File: src/rtl/reg_dump_reader.sv
// Debug read-out engine: snapshots every register of the bank through its read port,
// then streams a framed dump (header, register bytes, XOR checksum) over valid/ready.
module reg_dump_reader #(
    parameter int                    NUM_REGS   = 8,
    parameter int                    SEL_WIDTH  = 3,
    parameter int                    DATA_WIDTH = 8,
    parameter logic [DATA_WIDTH-1:0] HEADER     = 8'hA5
) (
    input  logic                  clk,
    input  logic                  rst,
    input  logic                  start,
    output logic [SEL_WIDTH-1:0]  reg_sel,
    input  logic [DATA_WIDTH-1:0] reg_data,
    output logic [DATA_WIDTH-1:0] out_data,
    output logic                  out_valid,
    input  logic                  out_ready,
    output logic                  busy,
    output logic                  done
);

    typedef enum logic [2:0] {
        S_IDLE,
        S_CAPTURE,
        S_SEND_HDR,
        S_SEND_REG,
        S_SEND_SUM,
        S_DONE
    } state_t;

    localparam logic [SEL_WIDTH-1:0] LAST_IDX = SEL_WIDTH'(NUM_REGS - 1);

    state_t                  state_q, state_d;
    logic [SEL_WIDTH-1:0]    idx_q, idx_d;
    logic [SEL_WIDTH-1:0]    sel_q, sel_d;
    logic [DATA_WIDTH-1:0]   snap_q [NUM_REGS];
    logic [DATA_WIDTH-1:0]   snap_d [NUM_REGS];
    logic [DATA_WIDTH-1:0]   sum_q, sum_d;
    logic [DATA_WIDTH-1:0]   data_q, data_d;
    logic                    valid_q, valid_d;
    logic                    busy_q, busy_d;
    logic                    done_q, done_d;
    logic [SEL_WIDTH-1:0]    idx_inc;

    always_ff @(posedge clk or posedge rst) begin
        if (rst) begin
            state_q <= S_IDLE;
            idx_q   <= '0;
            sel_q   <= '0;
            snap_q  <= '{default: '0};
            sum_q   <= '0;
            data_q  <= '0;
            valid_q <= 1'b0;
            busy_q  <= 1'b0;
            done_q  <= 1'b0;
        end else begin
            state_q <= state_d;
            idx_q   <= idx_d;
            sel_q   <= sel_d;
            snap_q  <= snap_d;
            sum_q   <= sum_d;
            data_q  <= data_d;
            valid_q <= valid_d;
            busy_q  <= busy_d;
            done_q  <= done_d;
        end
    end

    // Every output is computed one edge ahead so the ports come straight from flops.
    always_comb begin
        state_d = state_q;
        idx_d   = idx_q;
        sel_d   = sel_q;
        snap_d  = snap_q;
        sum_d   = sum_q;
        data_d  = data_q;
        valid_d = valid_q;
        busy_d  = busy_q;
        done_d  = 1'b0;
        idx_inc = idx_q + SEL_WIDTH'(1);

        unique case (state_q)
            S_IDLE: begin
                if (start) begin
                    state_d = S_CAPTURE;
                    idx_d   = '0;
                    sel_d   = '0;
                    sum_d   = '0;
                    busy_d  = 1'b1;
                end
            end
            S_CAPTURE: begin
                snap_d[idx_q] = reg_data;
                sum_d         = sum_q ^ reg_data;
                if (idx_q == LAST_IDX) begin
                    state_d = S_SEND_HDR;
                    idx_d   = '0;
                    sel_d   = '0;
                    valid_d = 1'b1;
                    data_d  = HEADER;
                end else begin
                    idx_d = idx_inc;
                    sel_d = idx_inc;
                end
            end
            S_SEND_HDR: begin
                if (out_ready) begin
                    state_d = S_SEND_REG;
                    data_d  = snap_q[0];
                end
            end
            S_SEND_REG: begin
                if (out_ready) begin
                    if (idx_q == LAST_IDX) begin
                        state_d = S_SEND_SUM;
                        idx_d   = '0;
                        data_d  = sum_q;
                    end else begin
                        idx_d  = idx_inc;
                        data_d = snap_q[idx_inc];
                    end
                end
            end
            S_SEND_SUM: begin
                if (out_ready) begin
                    state_d = S_DONE;
                    valid_d = 1'b0;
                    busy_d  = 1'b0;
                    done_d  = 1'b1;
                    data_d  = '0;
                end
            end
            S_DONE: begin
                state_d = S_IDLE;
            end
            default: begin
                state_d = S_IDLE;
            end
        endcase
    end

    assign reg_sel   = sel_q;
    assign out_data  = data_q;
    assign out_valid = valid_q;
    assign busy      = busy_q;
    assign done      = done_q;

endmodule

File: config.mk
export PLATFORM = sky130hd
export DESIGN_NAME = reg_dump_reader
export DESIGN_NICKNAME = d
export VERILOG_FILES = /design/src/rtl/reg_dump_reader.sv
export SDC_FILE = /design/constraint.sdc
export NUM_CORES = 1
export LEC_CHECK = 0
export CAP_MARGIN = 0
export CORE_ASPECT_RATIO = 1.4
export CORE_MARGIN = 4
export CORE_UTILIZATION = 45
export CTS_CLUSTER_DIAMETER = 200
export DETAILED_ROUTE_END_ITERATION = 7
export PLACE_DENSITY = 0.6
export SLEW_MARGIN = 20
export SYNTH_ARGS = -nofsm -noshare
export SYNTH_HDL_FRONTEND = slang
export SYNTH_SLANG_ARGS = --single-unit
File: constraint.sdc
create_clock -name clk -period 6.5 [get_ports clk]
set_input_delay 1.625 -clock clk [delete_from_list [all_inputs] [get_ports clk]]
set_output_delay 1.625 -clock clk [all_outputs]
set_load 0.02 [all_outputs]
==> run_results.csv, run 1 <==
group,metric,value,unit
routing,viasPerCell,5.643,
synthesis,mappedNetlistArea,4477,um2
global_route,antenna_found_initial,0,
clock_tree,cts_root_buf,"clkbuf_16",
finish,fin_nets,407,
floorplan,coreArea,9564,um2
power_and_ir_drop,ir_drop,0.1761,mV
clock_tree,ctsResizeCount,0,
global_route,grt_pass1_wl,16000,um
synthesis,ys_types,45,
floorplan,num_rows,42,
sta,setup_viol,0,
routing,drc,0,
sta,finalCritPeriodShare,47.63,%
worst_setup_path,cp_cell_sequence,"ha_1 -> ha_1 -> nor4bb_1 -> o21ai_0 -> nor4_1 -> o22a_1",
clock_tree,cts.sinks,92,
global_route,grt_pass1_vias,2937,
sta,fin_skew,0.004479,ns
sta,slew_headroom,29.62,%
worst_setup_path,cp_data_required_time,6.78,ns
sta,rsz0062_at_grt,"false",
synthesis,synth_area_leaders,"dfrtp_1 51%, mux2_2 15%, o21ai_0 3.9%, nor2b_1 2.8%, mux2_1 2.0%",
finish,area_delta_synth_final,12.94,%
routing,dr.pass1.iters,4,
finish,multi_input_area,2008,um2
worst_setup_path,start_kind,"register",
worst_setup_path,arrival,3.38,ns
worst_setup_path,critPathMaxFanout,49,
finish,regArea,2303,um2
worst_setup_path,critPathSlowestCell,"dfrtp_2",
routing,drtAntennaViolNets,0,
routing,dr_total_vias,2985,
synthesis,async_flop_share,100.0,%
sta,max_freq,323.0,MHz
sta,worst_pin_slew,1.056,ns
synthesis,seq_area_frac_synth,51.43,%
finish,fillers,885,
global_route,overflow,0,
clock_tree,cts.path.max_buffers,2,
power_and_ir_drop,p_per_area,538.7,nW/um2
routing,wire_per_inst,18.25,um
worst_setup_path,critPathCaptureType,"register",
power_and_ir_drop,total_leakage_power,2.087,nW
synthesis,synth_ff_type,"dfrtp_1",
hold_path,hold_class,"register to register",
finish,drive_above_1_share,23.17,%
clock_tree,cts_tree,"built",
floorplan,dieArea,11630,um2
clock_tree,htreeDepth,3,
floorplan,die_height,126.0,um
synthesis,yosys.area.top_type,"dfrtp_1",
placed_design,place_congestion,0.7951,
placed_design,post-dp-hpwl,6589,um
worst_setup_path,cp_common_cell,"ha_1",
run,maxCapViolCount,0,
worst_setup_path,path_buf_inv,0,
worst_setup_path,setup.worst_path.class,"register to register",
synthesis,netlist_instances,383,
global_route,track_usage,17.87,%
synthesis,yosysWarnings,0,
sta,slew_viol_final,0,
floorplan,ios,26,
clock_tree,cts_buffers,9,
floorplan,start_util,46.81,%
clock_tree,postCtsHoldBufs,0,
synthesis,syn_nets,397,
synthesis,synth_top_area_share,51.43,%
finish,antenna_cells,0,
sta,finalCriticalPeriod,3.096,ns
worst_setup_path,critPathTopFamily,"simple AND/OR/NAND/NOR gates",
worst_setup_path,cpPeakStageDelay,0.77,ns
run_status,status,"finished, final reports clean",
synthesis,synth-seq-cells,92,
worst_setup_path,reg2reg_slack,3.40,ns
placed_design,dpl.cell_count,514,
clock_tree,cts.clk_slew.worst_paths,0.06,ns
floorplan,die_w,92.30,um
synthesis,synth_edf_count,0,
routing,routed_wl,9656,um
placed_design,port_buffers,25,
synthesis,syn-mean-instance-area,11.69,um2
finish,fin_cells,529,
clock_tree,post_cts_buffers,0,
global_route,grt_max_degree,59,
clock_tree,clk_latency,0.34,ns
routing,drtIter0Drc,106,
sta,hold_violations,0,
sta,fin_tns_setup,0,ns
flip-flops by register name (all words and copies together), names as in the netlist:
| register | cells |
|---|---|
| reg_sel | 3 |
| busy | 1 |
| done | 1 |
| state_q | 3 |
| out_valid | 1 |
| idx_q | 3 |
| sum_q | 8 |
| snap_q | 64 |
| out_data | 8 |
final cells by class:
cell class,count,share of cell area (%)
inverters,8,0.6434
clock buffers,14,5.617
multi-input cells,256,39.72
flip-flops and latches,92,45.56
well taps,132,3.267
clock inverters,1,0.09899
repair buffers,26,5.098
synthesized netlist by cell type (2+ instances only):
cell type and number:
clkbuf_1 16, mux2i_1 8, buf_6 2, nor2_1 17, nor2b_1 20, nand3_2 3, ha_1 2, inv_1 8
o21ai_0 35, mux2_1 8, and2b_1 2, o31ai_1 3, a2111oi_0 4, nand2_1 22, nand2b_1 4, dfrtp_1 92
o22a_1 4, a21oi_1 11, mux2_2 61, o221ai_1 4, and2_1 4, nand3b_1 2, o311ai_0 4, buf_4 5
buf_2 3, nor4_1 4, mux4_2 4, a211oi_1 8, nand3_1 5, nand2_2 3
report_power, final:
group | total (W) | internal [W] | switching (W)
clock network | 0.000505 | 0.000298 | 0.000206
registers | 0.00108 | 0.000853 | 0.000227
logic | 0.00114 | 0.000573 | 0.000567
cell usage in the layout (no fill, tap or decap), types with 4 or more instances in the layout:
master           count
a2111oi_0            4
a211oi_1             8
a21oi_1             11
and2_1               4
clkbuf_16            9
clkbuf_8             4
clkdlybuf4s50_1     25
dfrtp_1             91
inv_1                7
mux2_1               8
mux2_2              61
mux2i_1              8
mux4_2               4
nand2_1             22
nand2b_1             4
nand3_1              5
nor2_1              17
nor2b_1             19
nor4_1               4
o21ai_0             34
o221ai_1             4
o22a_1               4
o311ai_0             4
per-layer routing:
layer / vias to the layer above / track usage [%] / routed length (um)
met5: - / 0 / 0
met4: 0 / 6.824 / 117
met3: 9 / 3.282 / 246
met2: 42 / 28.44 / 4839
met1: 1529 / 24.31 / 4452
li1: 1405 / - / -
kinds of logic (layout without fill, tap and decap cells):
kind of cell               Yosys count  in the layout  synth area share, %
and+or+nand+nor                     95             95                11.88
DFF                                 92             92                51.43
muxes                               81             81                21.16
AOI/OAI and AO/OA                   78             78                11.21
buffers and inverters               35             49                3.773
adders and majority gates            2              2               0.5589
worst reg2reg max path, stage by stage (launching register included):
cell	delay, ns
dfrtp_2	0.77
ha_1	0.41
ha_1	0.34
nor4bb_1	0.67
o21ai_0	0.19
nor4_1	0.48
o22a_1	0.19
stage by stage:
step	total power [W]	cell area [um2]	hold WS (ns)	utilization, %	setup WS [ns]
5_1_grt	0.002920	5056	0.5021	52.86	3.153
4_1_cts	0.002748	5055	0.4865	52.85	3.389
3_3_place_gp	0.002199	4763	0.4625	49.80	3.036
2_1_floorplan	0.001912	4477	0.4504	-	2.483
6_report	0.002724	5056	0.4807	52.86	3.404
3_5_place_dp	0.002232	4766	0.4727	49.83	3.186
worst paths after layout:
| check | start | end | depth (start not counted) |
|---|---|---|---|
| max | idx_q[0] | out_data[7] | 6 |
| min | reg_sel[0] | reg_sel[0] | 2 |
| max reg2reg | idx_q[0] | out_data[7] | 6 |
| min reg2reg | reg_sel[0] | reg_sel[0] | 2 |
| max in group asynchronous | rst | snap_q[7] | 3 |
| min in group asynchronous | rst | snap_q[58] | 2 |
(Power assumes the default switching activity.)
==> run 2, diff against run 1 <==
--- a/config.mk
+++ b/config.mk
@@ -11,7 +11,7 @@
 export CORE_UTILIZATION = 45
 export CTS_CLUSTER_DIAMETER = 200
 export DETAILED_ROUTE_END_ITERATION = 7
-export PLACE_DENSITY = 0.6
+export PLACE_DENSITY = 0.62
 export SLEW_MARGIN = 20
 export SYNTH_ARGS = -nofsm -noshare
 export SYNTH_HDL_FRONTEND = slang
==> constraint.sdc (replaced) <==
create_clock -name clk -period 2.8 [get_ports clk]
set_input_delay 0.7 -clock clk [delete_from_list [all_inputs] [get_ports clk]]
set_output_delay 0.7 -clock clk [all_outputs]
set_load 0.02 [all_outputs]
==> run_results.csv, run 2 (synthesis results as in run 1) <==
group,metric,value,unit
run,maxCapViolCount,0,
sta,max_freq,466.1,MHz
hold_path,hold_end,"out_valid",
worst_setup_path,critPathCaptureType,"register",
sta,slew_headroom,58.90,%
floorplan,ios,26,
power_and_ir_drop,p_per_area,1244,nW/um2
power_and_ir_drop,power_frac_comb,45.4,%
floorplan,num_rows,42,
global_route,grt_pass1_vias,2994,
finish,fin_nets,419,
sta,setup_viol,0,
worst_setup_path,cp_data_required_time,3.02,ns
sta,fin_skew,0.004919,ns
hold_path,hold_class,"register to register",
routing,drtAntennaViolNets,0,
floorplan,die_height,126.0,um
finish,antenna_cells,0,
clock_tree,cts.clk_slew.worst_paths,0.06,ns
global_route,grt_pass1_wl,16210,um
worst_setup_path,setup.worst_path.class,"register to register",
worst_setup_path,critPathMaxFanout,12,
clock_tree,cts_buffers,9,
floorplan,start_util,46.81,%
finish,layout_common_cells,"91 x dfrtp_1, 61 x mux2_2, 35 x o21ai_0",
worst_setup_path,reg2reg_slack,0.65,ns
global_route,overflow,0,
clock_tree,ctsResizeCount,0,
power_and_ir_drop,total_leakage_power,2.144,nW
floorplan,coreArea,9564,um2
worst_setup_path,rr_worst_depth,4,
routing,dr.pass1.iters,4,
clock_tree,clk_latency,0.34,ns
hold_path,hold_path_startpoint,"out_valid",
floorplan,dieArea,11630,um2
clock_tree,cts.path.max_buffers,2,
clock_tree,post_cts_buffers,0,
worst_setup_path,start_kind,"register",
sta,fin_tns_setup,0,ns
worst_setup_path,r2r_end,"snap_q[10]",
sta,finalCriticalPeriod,2.145,ns
routing,routed_wl,9740,um
sta,rsz0062_at_grt,"false",
floorplan,die_w,92.30,um
clock_tree,cts_tree,"built",
clock_tree,cts.sinks,92,
power_and_ir_drop,p_int,0.004087,W
global_route,antenna_found_initial,0,
finish,area_delta_synth_final,15.20,%
finish,regMostFlops,"snap_q",
placed_design,place_congestion,0.8353,
finish,fin_cells,541,
sta,slew_viol_final,0,
run_status,status,"finished, final reports clean",
power_and_ir_drop,seqPwrFrac,36.4,%
routing,drc,0,
finish,final_common_cell,"dfrtp_1",
global_route,grt_max_degree,49,
power_and_ir_drop,ir_drop,0.4248,mV
worst_setup_path,arrival,2.37,ns
finish,largest_reg_flops,64,
finish,drive_above_1_share,25.18,%
global_route,track_usage,17.91,%
clock_tree,postCtsHoldBufs,0,
worst_setup_path,reg2reg_from,"state_q[2]",
sta,whs,0.4802,ns
routing,drtIter0Drc,188,
clock_tree,htreeDepth,3,
power_and_ir_drop,power.switching,0.002329,W
power_and_ir_drop,p_sw_share,36.30,%
worst_setup_path,worstSetupStartpoint,"state_q[2]",
sta,hold_violations,0,
routing,viasPerCell,5.549,
routing,dr_total_vias,3002,
sta,finalCritPeriodShare,76.62,%
placed_design,post-dp-hpwl,6950,um
routing,wire_per_inst,18.00,um
hold_path,min_delay_path_depth,2,
power_and_ir_drop,p_clk_share,18.2,%
placed_design,port_buffers,25,
sta,worst_pin_slew,0.6166,ns
placed_design,dpl.cell_count,526,
clock_tree,cts_root_buf,"clkbuf_16",
## run 2: power by group through the flow
stage | Combinational (W) | Sequential, W | Clock [W]
CTS | 0.00293 | 0.00234 | 0.00120
global placement | 0.00288 | 0.00233 | 0
floorplan | 0.00208 | 0.00236 | 0
finish | 0.00291 | 0.00234 | 0.00117
detailed placement | 0.00292 | 0.00236 | 0
global route | 0.00321 | 0.00241 | 0.00125
## run 2: area by class of cell
| class | count | area, um2 |
|---|---|---|
| Fill cell | 856 | 4407 |
| Sequential cell | 92 | 2303 |
| Multi-Input combinational cell | 256 | 2006 |
| Timing Repair Buffer | 38 | 360.3 |
| Clock buffer | 14 | 284.0 |
| Tap cell | 132 | 165.2 |
| Inverter | 8 | 33.78 |
| Clock inverter | 1 | 5.005 |
## run 2: worst max path at each step
stage                        to  slack (ns)  cells after the start
global placement       idx_q[0]        0.47                      5
finish               snap_q[10]        0.65                      4
detailed placement  out_data[6]        0.44                      5
CTS                  snap_q[14]        0.67                      4
floorplan           out_data[3]        0.77                      7
global route        out_data[7]        0.54                      6
## run 2: per-stage QoR
step	power, W	util [%]	instance area [um2]	setup WS, ns
floorplan	0.004438	-	4481	0.7705
global placement	0.005202	50.90	4868	0.4698
detailed placement	0.005282	50.90	4868	0.4409
CTS	0.006471	53.92	5157	0.6698
global route	0.006872	53.92	5157	0.5405
finish	0.006416	53.92	5157	0.6547
## run 2: worst max-delay path, stage by stage (launching register included)
cell and delay, ns:
dfrtp_1 0.50, or3b_1 0.48, nor2_4 0.18, and3_1 0.49, mux2_1 0.37
## run 2: layer usage
| layer | global-route usage (%) | share of wire (%) |
|---|---|---|
| met3 | 2.983 | 3.0 |
| met4 | 8.836 | 2.7 |
| met2 | 27.71 | 49 |
| met5 | 0 | 0 |
| met1 | 24.43 | 45 |
